===== src/rtl/mem_map_pkg.sv =====
// Memory-map constants, arbiter state encoding and the access-legality rule
// shared by the arbiter and by every memory-map user.
package mem_map_pkg;

  localparam int MM_ADDR_W = 32;
  localparam int MM_DATA_W = 32;

  // RAM occupies [0, RAM_END); RAM_END itself is the read-only switch register.
  localparam logic [MM_ADDR_W-1:0] RAM_END   = 32'd27360;
  // Write-only GPIO latch.
  localparam logic [MM_ADDR_W-1:0] GPIO_ADDR = 32'd27361;
  // ROM is [GPIO_ADDR+1, ROM_END); everything at or above ROM_END is unmapped.
  localparam logic [MM_ADDR_W-1:0] ROM_END   = 32'd28082;

  typedef enum logic [1:0] {
    IDLE   = 2'd0,
    ACCESS = 2'd1,
    RESP   = 2'd2
  } arb_state_e;

  // True when an access must be kept off the memory bus.
  function automatic logic is_illegal(input logic [MM_ADDR_W-1:0] addr, input logic we);
    logic out_of_map;
    logic switch_write;
    logic rom_write;
    logic gpio_read;
    out_of_map   = (addr >= ROM_END);
    switch_write = we && (addr == RAM_END);
    rom_write    = we && (addr > GPIO_ADDR) && (addr < ROM_END);
    gpio_read    = !we && (addr == GPIO_ADDR);
    return out_of_map || switch_write || rom_write || gpio_read;
  endfunction

endpackage


===== src/rtl/mem_arbiter_if.sv =====
// Request/response handshake and shared memory bus of the two-port arbiter.
// slave is the arbiter side; master is the requesters plus the memory map.
interface mem_arbiter_if
  import mem_map_pkg::*;
#(
  parameter int ADDR_W = MM_ADDR_W,
  parameter int DATA_W = MM_DATA_W
);

  // Requests: index 0 is the CPU data port, index 1 is the DMA/loader.
  logic [1:0]        req_valid;
  logic [1:0]        req_we;
  logic [ADDR_W-1:0] req_addr0;
  logic [ADDR_W-1:0] req_addr1;
  logic [DATA_W-1:0] req_wdata0;
  logic [DATA_W-1:0] req_wdata1;
  logic [1:0]        req_ready;

  // Responses.
  logic [1:0]        rsp_valid;
  logic [DATA_W-1:0] rsp_rdata;
  logic              rsp_err;

  // Shared memory-map port; mem_rdata is combinational from mem_addr.
  logic [ADDR_W-1:0] mem_addr;
  logic              mem_we;
  logic [DATA_W-1:0] mem_wdata;
  logic [DATA_W-1:0] mem_rdata;

  modport slave (
    input  req_valid, req_we, req_addr0, req_addr1, req_wdata0, req_wdata1,
    input  mem_rdata,
    output req_ready, rsp_valid, rsp_rdata, rsp_err,
    output mem_addr, mem_we, mem_wdata
  );

  modport master (
    output req_valid, req_we, req_addr0, req_addr1, req_wdata0, req_wdata1,
    output mem_rdata,
    input  req_ready, rsp_valid, rsp_rdata, rsp_err,
    input  mem_addr, mem_we, mem_wdata
  );

endinterface


===== src/rtl/mem_arbiter_rr_pick2.sv =====
// Combinational two-way round-robin pick. With both ports asking, the port
// that did not receive the previous grant wins; a lone requester always wins.
module rr_pick2 (
  input  logic [1:0] valid,
  input  logic       last_gnt,
  output logic [1:0] gnt_onehot
);

  // Grant decode from the request pair and the previous winner.
  always_comb begin
    gnt_onehot = 2'b00;
    case (valid)
      2'b01:   gnt_onehot = 2'b01;
      2'b10:   gnt_onehot = 2'b10;
      2'b11:   gnt_onehot = last_gnt ? 2'b01 : 2'b10;
      default: gnt_onehot = 2'b00;
    endcase
  end

endmodule


===== src/rtl/mem_arbiter.sv =====
// Shares the single memory-map port between the CPU data port and the DMA.
// One request is accepted per handshake, the bus is driven for exactly one
// cycle, and the response pulses on the following cycle. Illegal accesses
// are answered with an error and never reach the memory map.
module mem_arbiter
  import mem_map_pkg::*;
#(
  parameter int ADDR_W = MM_ADDR_W,
  parameter int DATA_W = MM_DATA_W
) (
  input  logic          clk,
  input  logic          rst_n,
  mem_arbiter_if.slave  bus
);

  arb_state_e        state_reg,     state_next;
  logic              last_gnt_reg,  last_gnt_next;
  logic              cur_port_reg,  cur_port_next;
  logic              cur_we_reg,    cur_we_next;
  logic [ADDR_W-1:0] cur_addr_reg,  cur_addr_next;
  logic [DATA_W-1:0] cur_wdata_reg, cur_wdata_next;
  logic              cur_err_reg,   cur_err_next;
  logic [DATA_W-1:0] rsp_rdata_reg, rsp_rdata_next;

  logic [1:0]        pick_valid;
  logic [1:0]        gnt_onehot;
  logic              win_port;
  logic              win_we;
  logic [ADDR_W-1:0] win_addr;
  logic [DATA_W-1:0] win_wdata;
  logic              mem_drive;

  // Arbitration is only open outside ACCESS, and never while reset is held,
  // so no ready pulse can leak out during reset.
  assign pick_valid = (rst_n && (state_reg != ACCESS)) ? bus.req_valid : 2'b00;

  rr_pick2 u_pick (
    .valid      (pick_valid),
    .last_gnt   (last_gnt_reg),
    .gnt_onehot (gnt_onehot)
  );

  // The bus is driven only in ACCESS and only for a legal access; it is
  // decoded from registers alone so mem_rdata cannot loop back into it.
  assign mem_drive     = (state_reg == ACCESS) && !cur_err_reg;
  assign bus.mem_addr  = mem_drive ? cur_addr_reg  : '0;
  assign bus.mem_we    = mem_drive ? cur_we_reg    : 1'b0;
  assign bus.mem_wdata = mem_drive ? cur_wdata_reg : '0;

  // State and transaction registers; reset aborts any transaction in flight.
  always_ff @(posedge clk or negedge rst_n) begin
    if (!rst_n) begin
      state_reg     <= IDLE;
      last_gnt_reg  <= 1'b1;
      cur_port_reg  <= 1'b0;
      cur_we_reg    <= 1'b0;
      cur_addr_reg  <= '0;
      cur_wdata_reg <= '0;
      cur_err_reg   <= 1'b0;
      rsp_rdata_reg <= '0;
    end else begin
      state_reg     <= state_next;
      last_gnt_reg  <= last_gnt_next;
      cur_port_reg  <= cur_port_next;
      cur_we_reg    <= cur_we_next;
      cur_addr_reg  <= cur_addr_next;
      cur_wdata_reg <= cur_wdata_next;
      cur_err_reg   <= cur_err_next;
      rsp_rdata_reg <= rsp_rdata_next;
    end
  end

  // Next-state, grant latching and handshake outputs.
  always_comb begin
    state_next     = state_reg;
    last_gnt_next  = last_gnt_reg;
    cur_port_next  = cur_port_reg;
    cur_we_next    = cur_we_reg;
    cur_addr_next  = cur_addr_reg;
    cur_wdata_next = cur_wdata_reg;
    cur_err_next   = cur_err_reg;
    rsp_rdata_next = rsp_rdata_reg;

    bus.req_ready  = 2'b00;
    bus.rsp_valid  = 2'b00;
    bus.rsp_err    = 1'b0;
    bus.rsp_rdata  = rsp_rdata_reg;

    // Payload of whichever port the picker chose this cycle.
    win_port  = gnt_onehot[1];
    win_we    = win_port ? bus.req_we[1]  : bus.req_we[0];
    win_addr  = win_port ? bus.req_addr1  : bus.req_addr0;
    win_wdata = win_port ? bus.req_wdata1 : bus.req_wdata0;

    case (state_reg)
      IDLE, RESP: begin
        if (state_reg == RESP) begin
          bus.rsp_valid = cur_port_reg ? 2'b10 : 2'b01;
          bus.rsp_err   = cur_err_reg;
        end
        if (gnt_onehot != 2'b00) begin
          bus.req_ready  = gnt_onehot;
          cur_port_next  = win_port;
          cur_we_next    = win_we;
          cur_addr_next  = win_addr;
          cur_wdata_next = win_wdata;
          cur_err_next   = is_illegal(win_addr, win_we);
          last_gnt_next  = win_port;
          state_next     = ACCESS;
        end else begin
          state_next = IDLE;
        end
      end

      ACCESS: begin
        // Writes and rejected accesses both answer with zero data.
        if (!cur_err_reg && !cur_we_reg) begin
          rsp_rdata_next = bus.mem_rdata;
        end else begin
          rsp_rdata_next = '0;
        end
        state_next = RESP;
      end

      default: begin
        state_next = IDLE;
      end
    endcase
  end

endmodule


===== src/flat_wrapper.sv =====
// flat-port wrapper written by rule: the top's interface ports become plain ports
module mem_arbiter_flat import mem_map_pkg::*;
#(
  parameter int ADDR_W = MM_ADDR_W,
  parameter int DATA_W = MM_DATA_W
)
  (clk, rst_n, bus_req_valid, bus_req_we, bus_req_addr0, bus_req_addr1, bus_req_wdata0, bus_req_wdata1, bus_mem_rdata, bus_req_ready, bus_rsp_valid, bus_rsp_rdata, bus_rsp_err, bus_mem_addr, bus_mem_we, bus_mem_wdata);
  mem_arbiter_if #(.ADDR_W(ADDR_W), .DATA_W(DATA_W)) bus_i ();
  input  logic clk;
  input  logic rst_n;
  input wire logic [$bits(bus_i.req_valid)-1:0] bus_req_valid;
  input wire logic [$bits(bus_i.req_we)-1:0] bus_req_we;
  input wire logic [$bits(bus_i.req_addr0)-1:0] bus_req_addr0;
  input wire logic [$bits(bus_i.req_addr1)-1:0] bus_req_addr1;
  input wire logic [$bits(bus_i.req_wdata0)-1:0] bus_req_wdata0;
  input wire logic [$bits(bus_i.req_wdata1)-1:0] bus_req_wdata1;
  input wire logic [$bits(bus_i.mem_rdata)-1:0] bus_mem_rdata;
  output wire logic [$bits(bus_i.req_ready)-1:0] bus_req_ready;
  output wire logic [$bits(bus_i.rsp_valid)-1:0] bus_rsp_valid;
  output wire logic [$bits(bus_i.rsp_rdata)-1:0] bus_rsp_rdata;
  output wire logic [$bits(bus_i.rsp_err)-1:0] bus_rsp_err;
  output wire logic [$bits(bus_i.mem_addr)-1:0] bus_mem_addr;
  output wire logic [$bits(bus_i.mem_we)-1:0] bus_mem_we;
  output wire logic [$bits(bus_i.mem_wdata)-1:0] bus_mem_wdata;
  assign bus_i.req_valid = bus_req_valid;
  assign bus_i.req_we = bus_req_we;
  assign bus_i.req_addr0 = bus_req_addr0;
  assign bus_i.req_addr1 = bus_req_addr1;
  assign bus_i.req_wdata0 = bus_req_wdata0;
  assign bus_i.req_wdata1 = bus_req_wdata1;
  assign bus_i.mem_rdata = bus_mem_rdata;
  assign bus_req_ready = bus_i.req_ready;
  assign bus_rsp_valid = bus_i.rsp_valid;
  assign bus_rsp_rdata = bus_i.rsp_rdata;
  assign bus_rsp_err = bus_i.rsp_err;
  assign bus_mem_addr = bus_i.mem_addr;
  assign bus_mem_we = bus_i.mem_we;
  assign bus_mem_wdata = bus_i.mem_wdata;
  mem_arbiter #(.ADDR_W(ADDR_W), .DATA_W(DATA_W)) u_core (.clk(clk), .rst_n(rst_n), .bus(bus_i));
endmodule

===== config.mk =====
export PLATFORM = sky130hd
export DESIGN_NAME = mem_arbiter_flat
export DESIGN_NICKNAME = d
export VERILOG_FILES = /design/src/rtl/mem_map_pkg.sv /design/src/rtl/mem_arbiter_if.sv /design/src/rtl/mem_arbiter_rr_pick2.sv /design/src/rtl/mem_arbiter.sv /design/src/flat_wrapper.sv
export SDC_FILE = /design/constraint.sdc
export NUM_CORES = 1
export LEC_CHECK = 0
export CAP_MARGIN = 20
export CORE_ASPECT_RATIO = 0.9
export CORE_MARGIN = 2
export CORE_UTILIZATION = 30
export CTS_BUF_LIST = sky130_fd_sc_hd__clkbuf_4 sky130_fd_sc_hd__clkbuf_8
export CTS_CLUSTER_DIAMETER = 150
export DETAILED_ROUTE_END_ITERATION = 12
export PLACE_DENSITY = 0.65
export SLEW_MARGIN = 5
export SYNTH_ARGS = -nofsm -noshare
export SYNTH_HDL_FRONTEND = slang
export SYNTH_SLANG_ARGS = --single-unit

===== constraint.sdc =====
create_clock -name clk -period 4.47 [get_ports clk]
set_clock_uncertainty 0.15 [all_clocks]
set_input_delay 0.894 -clock clk [delete_from_list [all_inputs] [get_ports clk]]
set_output_delay 0.894 -clock clk [all_outputs]
set_load 0.01 [all_outputs]

==> flow_summary.toml <==
[pwr]
ir_worst_vdd_v = 0.000133
p_leak_uw = 0.00361
power.density_nw_per_um2 = 273

[routing]
wl_per_cell_um = 16.4
drtIter0Drc = 128
vias_per_cell = 4.75
drtPass1Iterations = 4
drcViolationCount = 0
detail-route-antenna-nets = 0
vias = 4600
routed_wl_um = 15900

[timing]
hold_viol = 0
max_freq_mhz = 289
rsz0062_at_grt = "false"
fin_crit_sh_pct = 77.4
finalSetupViolations = 0
worst_slew_pin_slew_ps = 836
setup_tns_ps = 0
worst_hold_slack_ps = 328
final.min_clock_period_ps = 3460
slew-limit-headroom_pct = 44.3
drv_slew = 0

[worst_setup_path]
worstSetupEndpointType = "primary output"
worstPathMaxFanout = 3
required_ps = 3430
start_kind = "primary input"
crit_chain = "clkdlybuf4s50_1 > nand2_1 > nand4_4 > nor2_1 > clkdlybuf4s50_1"
slowest_delay_ps = 600
cp_slowest_cell = "clkdlybuf4s50_1"
crit_type = "primary input to primary output"
worstRegToRegCells = 7
crit_path_frequent_cell = "clkdlybuf4s50_1"
arrival_ps = 2420

[synth]
ys_seq_elements = 102
synth_most_common_cell = "dfrtp_1"
synth_top_area_share_pct = 49.7
synth_top_flop_cell = "dfrtp_1"
synth_edf_count = 0
synth.distinct_cells = 39
synth_area_leader_cell = "dfrtp_1"
yosysSeqAreaShare_pct = 50.2
yosys-top-cells-area = "dfrtp_1 50%, mux2i_1 13%, and2_1 8.0%"
synthArstFlopShare_pct = 100
syn_inst = 504
synth_area_per_cell_sq_um = 10.1
synth_nets = 670
netlist_top_cells_count = "101 x dfrtp_1, 70 x nor2_1, 66 x a21oi_1, 65 x and2_1, 65 x mux2i_1"
synth_area_sq_um = 5090
synth-warning-count = 0

[cells_and_area]
diodes = 0
area_growth_pct = 61.1
nets = 919
final_layout_size_suffix_gt1_share_pct = 4.09
design_area_sq_um = 8200
n_fill_cell = 1535
seq_area_sq_um = 2550
multiInputGateArea_sq_um = 2370

[run]
maxCapViolCount = 0

[clocking]
cts_hold_buf = 0
cts_sinks = 102
tritoncts = "yes"
numCtsBuffers = 9
cts.path.max_buffers = 2
clk_latency_ps = 370
cts_setup_buffers = 0
clkTransAtPathRegs_ps = 100
ctsResizeCount = 0
ctsHtreeMaxLevel = 3
root_buffer = "clkbuf_8"

[place]
portBuffers = 267
placed_area_sq_um = 7950
place_congestion = 0.881
hpwl_um = 11700

[die]
dieArea_sq_um = 18000
die_w_um = 141
die-height_um = 128
rows = 45
start_util_pct = 30.4
core_sq_um = 16700
ios = 268

[global_route]
grt_pass1_wl_um = 24800
antenna_found_initial = 0
grt_max_degree = 77
grt_pass1_vias = 4748
grt_use_total_pct = 17.4
overflow = 0

[hold_path]
holdCritPathClass = "primary input to asynchronous set/reset pin"

[status]
outcome = "complete, no violations"
## final timing paths
path | start | end | slack (ps)
max | bus_req_valid[0] | bus_req_ready[1] | 1010
min | rst_n | u_core.last_gnt_reg$_DFFE_PN1P_ | 330
max reg2reg | u_core.state_reg[1]$_DFF_PN0_ | u_core.cur_wdata_reg[2]$_DFFE_PN0P_ | 1600
min reg2reg | u_core.cur_port_reg$_DFFE_PN0P_ | u_core.cur_port_reg$_DFFE_PN0P_ | 370
max in group asynchronous | rst_n | u_core.cur_addr_reg[7]$_DFFE_PN0P_ | 2520
min in group clk | u_core.cur_port_reg$_DFFE_PN0P_ | u_core.cur_port_reg$_DFFE_PN0P_ | 370
## worst max-delay path: cells and delay by family
family | cells | cell delay [ps]
buffers and inverters | 2 | 1060
and+or+nand+nor | 3 | 460
## area by class of cell
class | instances | area share (%)
Clock buffer | 10 | 1.68
Multi-Input combinational cell | 362 | 29.0
Timing Repair Buffer | 275 | 33.5
Tap cell | 211 | 3.22
Inverter | 3 | 0.137
Clock inverter | 6 | 1.40
Sequential cell | 102 | 31.2
## logic make-up after synthesis
family	share of synthesized area, %
buffers and inverters	3.57
and+or+nand+nor	19.1
xor gates and xnor gates	0.344
AOI/OAI and AO/OA	13.8
muxes	13.0
DFF	50.2
## layout by cell type (no fill, tap or decap), drive strengths merged, types with 9 or more instances in the layout
cell	n
clkdlybuf4s50	266
dfrtp	101
nor2	70
a21oi	66
and2	65
mux2i	65
a22o	32
nand2	10
clkbuf	10
buf	9
## stage by stage
stage / total power [uW] / util, % / instances / worst slack, ps
finish: 2240 / 49.0 / 969 / 1010
global placement: 1530 / 47.5 / 953 / 980
floorplan: 1300 / - / 504 / 1610
CTS: 2270 / 49.0 / 969 / 1010
detailed placement: 1550 / 47.5 / 953 / 944
global route: 2360 / 49.0 / 969 / 887
## metal layers
metal | up-vias | share of wire, % | GRT usage, %
met5 | - | 0 | 0
met4 | 0 | 1.8 | 6.18
met3 | 22 | 9.3 | 6.30
met2 | 177 | 47 | 28.2
met1 | 2147 | 42 | 21.5
li1 | 2254 | - | -
## report_power, final
part	switching (uW)	leakage, uW	internal, uW
logic	191	0.00227	241
clock network	329	0.000124	391
registers	53.3	0.00122	1040
No activity file was read; power rests on OpenSTA's default activity.
==> patch 1 (same settings) <==
Reset style: synchronous (`rst_n`), changed in one clocked block.
--- a/src/rtl/mem_arbiter.sv
+++ b/src/rtl/mem_arbiter.sv
@@ -48,7 +48,7 @@
   assign bus.mem_wdata = mem_drive ? cur_wdata_reg : '0;
 
   // State and transaction registers; reset aborts any transaction in flight.
-  always_ff @(posedge clk or negedge rst_n) begin
+  always_ff @(posedge clk) begin
     if (!rst_n) begin
       state_reg     <= IDLE;
       last_gnt_reg  <= 1'b1;
Formal check against the unedited RTL: differs if rst_n is asserted again (counterexample within 4 cycles, from zero or initial values and one cycle with rst_n low); with rst_n held inactive, the same outputs for 10 cycles.
==> patch 1 against the original RTL <==
Sequential power fell by 6%. Setup slack got worse by 0.15 ns. Design area is 3.4% lower. Global-route usage grew 1.8 points. Sequential cell count did not move. Area after synthesis down 3.3%. Utilization increased by 0.25 points. Power about the same. Register-to-register slack improved by 0.24 ns. Wire length is 8.0% higher. Critical path type unchanged. Critical endpoint unchanged.
==> patch 1: results <==
export IMPL_antenna_found_initial=1
export IMPL_p_clk_frac=0.310
export IMPL_vias_per_cell=5.096
export IMPL_nFillCells=1538
export IMPL_layout_nets=965
export IMPL_synth_net_count=725
export IMPL_hp_class="reg -> reg"
export IMPL_cp_data_arrival_time_ns=2.57
export IMPL_ir_worst_vdd_v=0.0001991
export IMPL_wire_per_inst_um=16.99
export IMPL_grt_max_degree=60
export IMPL_synth_xor_area_share=0
export IMPL_ys_top_cells_by_count="102 x dfxtp_1, 71 x nand2_1, 69 x nor2_1, 66 x and2_1, 32 x a22o_1"
export IMPL_tightest_slew_ns=0.9722
export IMPL_ys_async_sr_fraction=0
export IMPL_synth_compound_area_frac=0.2606
export IMPL_status="completed"
export IMPL_synth_area_leaders="dfxtp_1 41%, and2_1 8.4%, a311oi_2 7.9%, a22o_1 5.7%, nand2_1 5.4%"
export IMPL_htree_num_levels=3
export IMPL_dp_cells=995
export IMPL_seq_power_share=0.458
export IMPL_drive_gt1_frac=0.07606
export IMPL_dpl_hpwl_um=12900
export IMPL_drt_iter0_drc=224
export IMPL_firstDrtPassIters=4
export IMPL_internal_power_uw=1644
export IMPL_grt_pass1_vias=5144
export IMPL_grt_pass1_wl_um=26960
export IMPL_clkSlewWorstSetupHoldPaths_ns=0.09
export IMPL_gp_congestion=0.9456
export IMPL_dp_slack_ns=0.8397
export IMPL_muxShareOfSynthArea=0.008136
export IMPL_power_density_nw_per_um2=282.9
export IMPL_wirelength_um=17140
export IMPL_p_leak_uw=0.002894
export IMPL_clockBufferDepth=2
export IMPL_syn_inst=559
export IMPL_yosysUniqueCellTypes=44
export IMPL_placed_area_um2=7689
export IMPL_grt_total_usage=0.1920
export IMPL_ys_seq_area_frac=0.4150
-- patch 1: cell types whose count changed in the layout (fill, tap and decap cells not counted), sizes merged, moves of 33 or more --
cell,unedited run,this run
a21oi,66,31
a311oi,0,33
dfrtp,101,0
dfxtp,0,102
mux2i,65,4
nand2,10,72
-- patch 1: path summary, 6_finish.rpt --
check	slack (ns)	startpoint	to	cells after the start
worst max-delay path	0.86	rst_n	bus_req_ready[1]	7
worst max register to register	1.84	u_core.state_reg[0]	u_core.cur_addr_reg[28]	7
worst min register to register	0.31	u_core.cur_wdata_reg[13]	u_core.cur_wdata_reg[13]	2
worst min-delay path	0.31	u_core.cur_wdata_reg[13]	u_core.cur_wdata_reg[13]	2
-- patch 1: cell type report --
class                           count  area [um^2]  share of cell area
Clock buffer                        9        123.9             0.01564
Clock inverter                      5        108.9             0.01374
Inverter                            6        27.53            0.003475
Multi-Input combinational cell    401         2597              0.3279
Sequential cell                   102         2042              0.2578
Tap cell                          207        259.0             0.03270
Timing Repair Buffer              279         2763              0.3488
-- patch 1: worst max-delay path: stages --
cell	delay, ns
clkdlybuf4s50_1	0.48
nand2b_1	0.10
or2_2	0.35
inv_6	0.06
nand2_2	0.06
inv_2	0.06
clkdlybuf4s50_1	0.55
-- patch 1: layer usage --
metal | up-vias | track usage | share of wire
met5 | - | 0 | 0
met4 | 0 | 0.05764 | 0.018
met3 | 19 | 0.05668 | 0.074
met2 | 204 | 0.3248 | 0.47
met1 | 2426 | 0.2370 | 0.44
li1 | 2493 | - | -
-- patch 1: logic make-up after synthesis --
logic type      count (synthesis)
compound gates                144
mux                             4
buf+inv                        56
flops                         102
simple gates                  253
==> patch 2 (same settings) <==
Without the edit above. Change the package constant `MM_ADDR_W` from 32 to 64.
--- a/src/rtl/mem_map_pkg.sv
+++ b/src/rtl/mem_map_pkg.sv
@@ -2,7 +2,7 @@
 // shared by the arbiter and by every memory-map user.
 package mem_map_pkg;
 
-  localparam int MM_ADDR_W = 32;
+  localparam int MM_ADDR_W = 64;
   localparam int MM_DATA_W = 32;
 
   // RAM occupies [0, RAM_END); RAM_END itself is the read-only switch register.
Ports: changed (resized bus_mem_addr, bus_req_addr0 and bus_req_addr1); port bits go from 268 to 364. The function was not compared with the original's and may differ.
==> patch 2 against the original RTL <==
Sequential cell count is 32 higher. Synthesized cell count is 38% higher. Design area is 36% higher. First-iteration DRC count grew to 2.8 times the old value. Critical path depth stayed put. Clock power is 37% higher. Sequential share of layout area is 1.0 points lower. Largest power group unchanged. Power is 37% higher. Wire length is 56% higher. Die area is 33% higher. Area after synthesis is 34% higher. Non-clock buffer count is 100 higher. Setup slack worse by 0.30 ns.
==> patch 2: results <==
export IMPL_status="completed"
export IMPL_dpl_hpwl_um=19100
export IMPL_rrSetupSlack_ns=1.33
export IMPL_grt_pass1_wl_um=37340
export IMPL_synth_xor_area_share=0
export IMPL_hold_viol_final=0
export IMPL_clockBufferDepth=2
export IMPL_synth_area_leaders="dfrtp_1 49%, mux2i_1 15%, and2_1 8.9%, a21oi_1 7.2%, nor2_1 5.9%"
export IMPL_largest_reg_flops=64
export IMPL_htree_num_levels=4
export IMPL_p_leak_uw=0.004916
export IMPL_ir_worst_vdd_v=0.0001295
export IMPL_crit_fanout=35
export IMPL_worst_r2r_path_depth=8
export IMPL_slew_headroom=0.4629
export IMPL_drive_gt1_frac=0.04757
export IMPL_clkSlewWorstSetupHoldPaths_ns=0.09
export IMPL_post_cts_resized=0
export IMPL_ys_seq_area_frac=0.4917
export IMPL_antenna_found_initial=0
export IMPL_post_cts_buffers=0
export IMPL_layout_nets=1268
export IMPL_hp_class="in -> async"
export IMPL_io_buffers=363
export IMPL_gp_congestion=0.8600
export IMPL_placed_area_um2=10750
export IMPL_finalSetupTns_ns=0
export IMPL_clock_latency_ns=0.44
export IMPL_cp_data_arrival_time_ns=2.71
export IMPL_worstReg2RegEnd="u_core.cur_err_reg"
export IMPL_rr_startpoint="u_core.state_reg[0]"
export IMPL_synth_warnings=0
export IMPL_vias_per_cell=4.829
export IMPL_synth_net_count=924
export IMPL_wire_per_inst_um=18.36
export IMPL_antennaDiodeCount=0
export IMPL_yosysUniqueCellTypes=33
export IMPL_ys_async_sr_fraction=1.000
export IMPL_synth_compound_area_frac=0.1262
export IMPL_cts_buffers=17
export IMPL_drt_iter0_drc=357
export IMPL_muxShareOfSynthArea=0.1452
export IMPL_synth_flop_cell="dfrtp_1"
export IMPL_whs_ns=0.1259
export IMPL_ant_nets=0
export IMPL_firstDrtPassIters=5
export IMPL_synthAdderAreaFrac=0
export IMPL_grt_max_degree=84
export IMPL_grt_pass1_vias=6687
export IMPL_route_detailed_drc=0
export IMPL_cts_root_buf="clkbuf_8"
export IMPL_ys_top_cells_by_count="133 x dfrtp_1, 107 x nor2_1, 99 x mux2i_1, 98 x a21oi_1, 97 x and2_1"
export IMPL_grt_total_usage=0.2052
export IMPL_grt_overflow=0
-- patch 2: changes by cell type in the layout (fill, tap and decap cells not counted), sizes merged, moves of 4 or more --
cell,before,now
nor4,8,24
nor2,70,107
and2,65,97
mux2i,65,99
a21oi,66,98
buf,9,13
clkdlybuf4s50,266,362
dfrtp,101,133
clkbuf,10,17
nand4,4,12
nand2,10,4
clkinv,0,7
-- patch 2: how the worst max path moves through the flow --
stage	slack (ns)	to	from
CTS	0.66	bus_req_ready[1]	u_core.state_reg[0]
global placement	0.76	bus_req_ready[1]	bus_req_valid[0]
detailed placement	0.74	bus_req_ready[1]	bus_req_valid[0]
floorplan	1.67	bus_req_ready[1]	bus_req_valid[0]
finish	0.71	bus_req_ready[1]	u_core.state_reg[0]
global route	0.49	bus_req_ready[1]	u_core.state_reg[0]
-- patch 2: per-layer routing --
metal / wire length, um / global-route usage / up-vias
met1: 10380 / 0.2525 / 3061
li1: - / - / 3134
met5: 0 / 0 / -
met4: 555 / 0.06549 / 0
met3: 2108 / 0.07143 / 36
met2: 11700 / 0.3377 / 278
-- patch 2: where the power goes --
group | internal [uW] | leakage [uW] | total [uW] | switching (uW)
clock | 454 | 0.000195 | 985 | 531
sequential | 1380 | 0.00157 | 1460 | 78.8
combinational | 337 | 0.00315 | 619 | 282
total | 2170 | 0.00492 | 3060 | 891
-- patch 2: cell families after synthesis --
logic type / after synthesis
buffers and inverters: 52
flip-flops: 134
AO/OA/AOI/OAI: 143
AND/OR/NAND/NOR: 266
multiplexers: 99
-- patch 2: final cells by class --
class / instances / area, um^2
clock buffer: 17 / 234.0
clock inverter: 15 / 145.1
fill: 2145 / 11260
inverter: 2 / 7.507
multi-input combinational: 508 / 3274
sequential: 134 / 3354
tap: 297 / 371.6
timing repair buffer: 375 / 3737
-- patch 2: worst max-delay path, cell delays in order, from the launching register on --
cell and delay (ns):
dfrtp_1 0.44, nand2b_1 0.16, buf_4 0.41, nand4_4 0.39
nor2_1 0.29, clkdlybuf4s50_1 0.58
-- patch 2: through the flow --
| stage | std cells | worst slack (ns) |
|---|---|---|
| after CTS | 1348 | 0.6607 |
| after global routing | 1348 | 0.4852 |
| after floorplan | 694 | 1.672 |
| after global placement | 1316 | 0.7602 |
| final | 1348 | 0.7111 |
| after detailed placement | 1316 | 0.7360 |
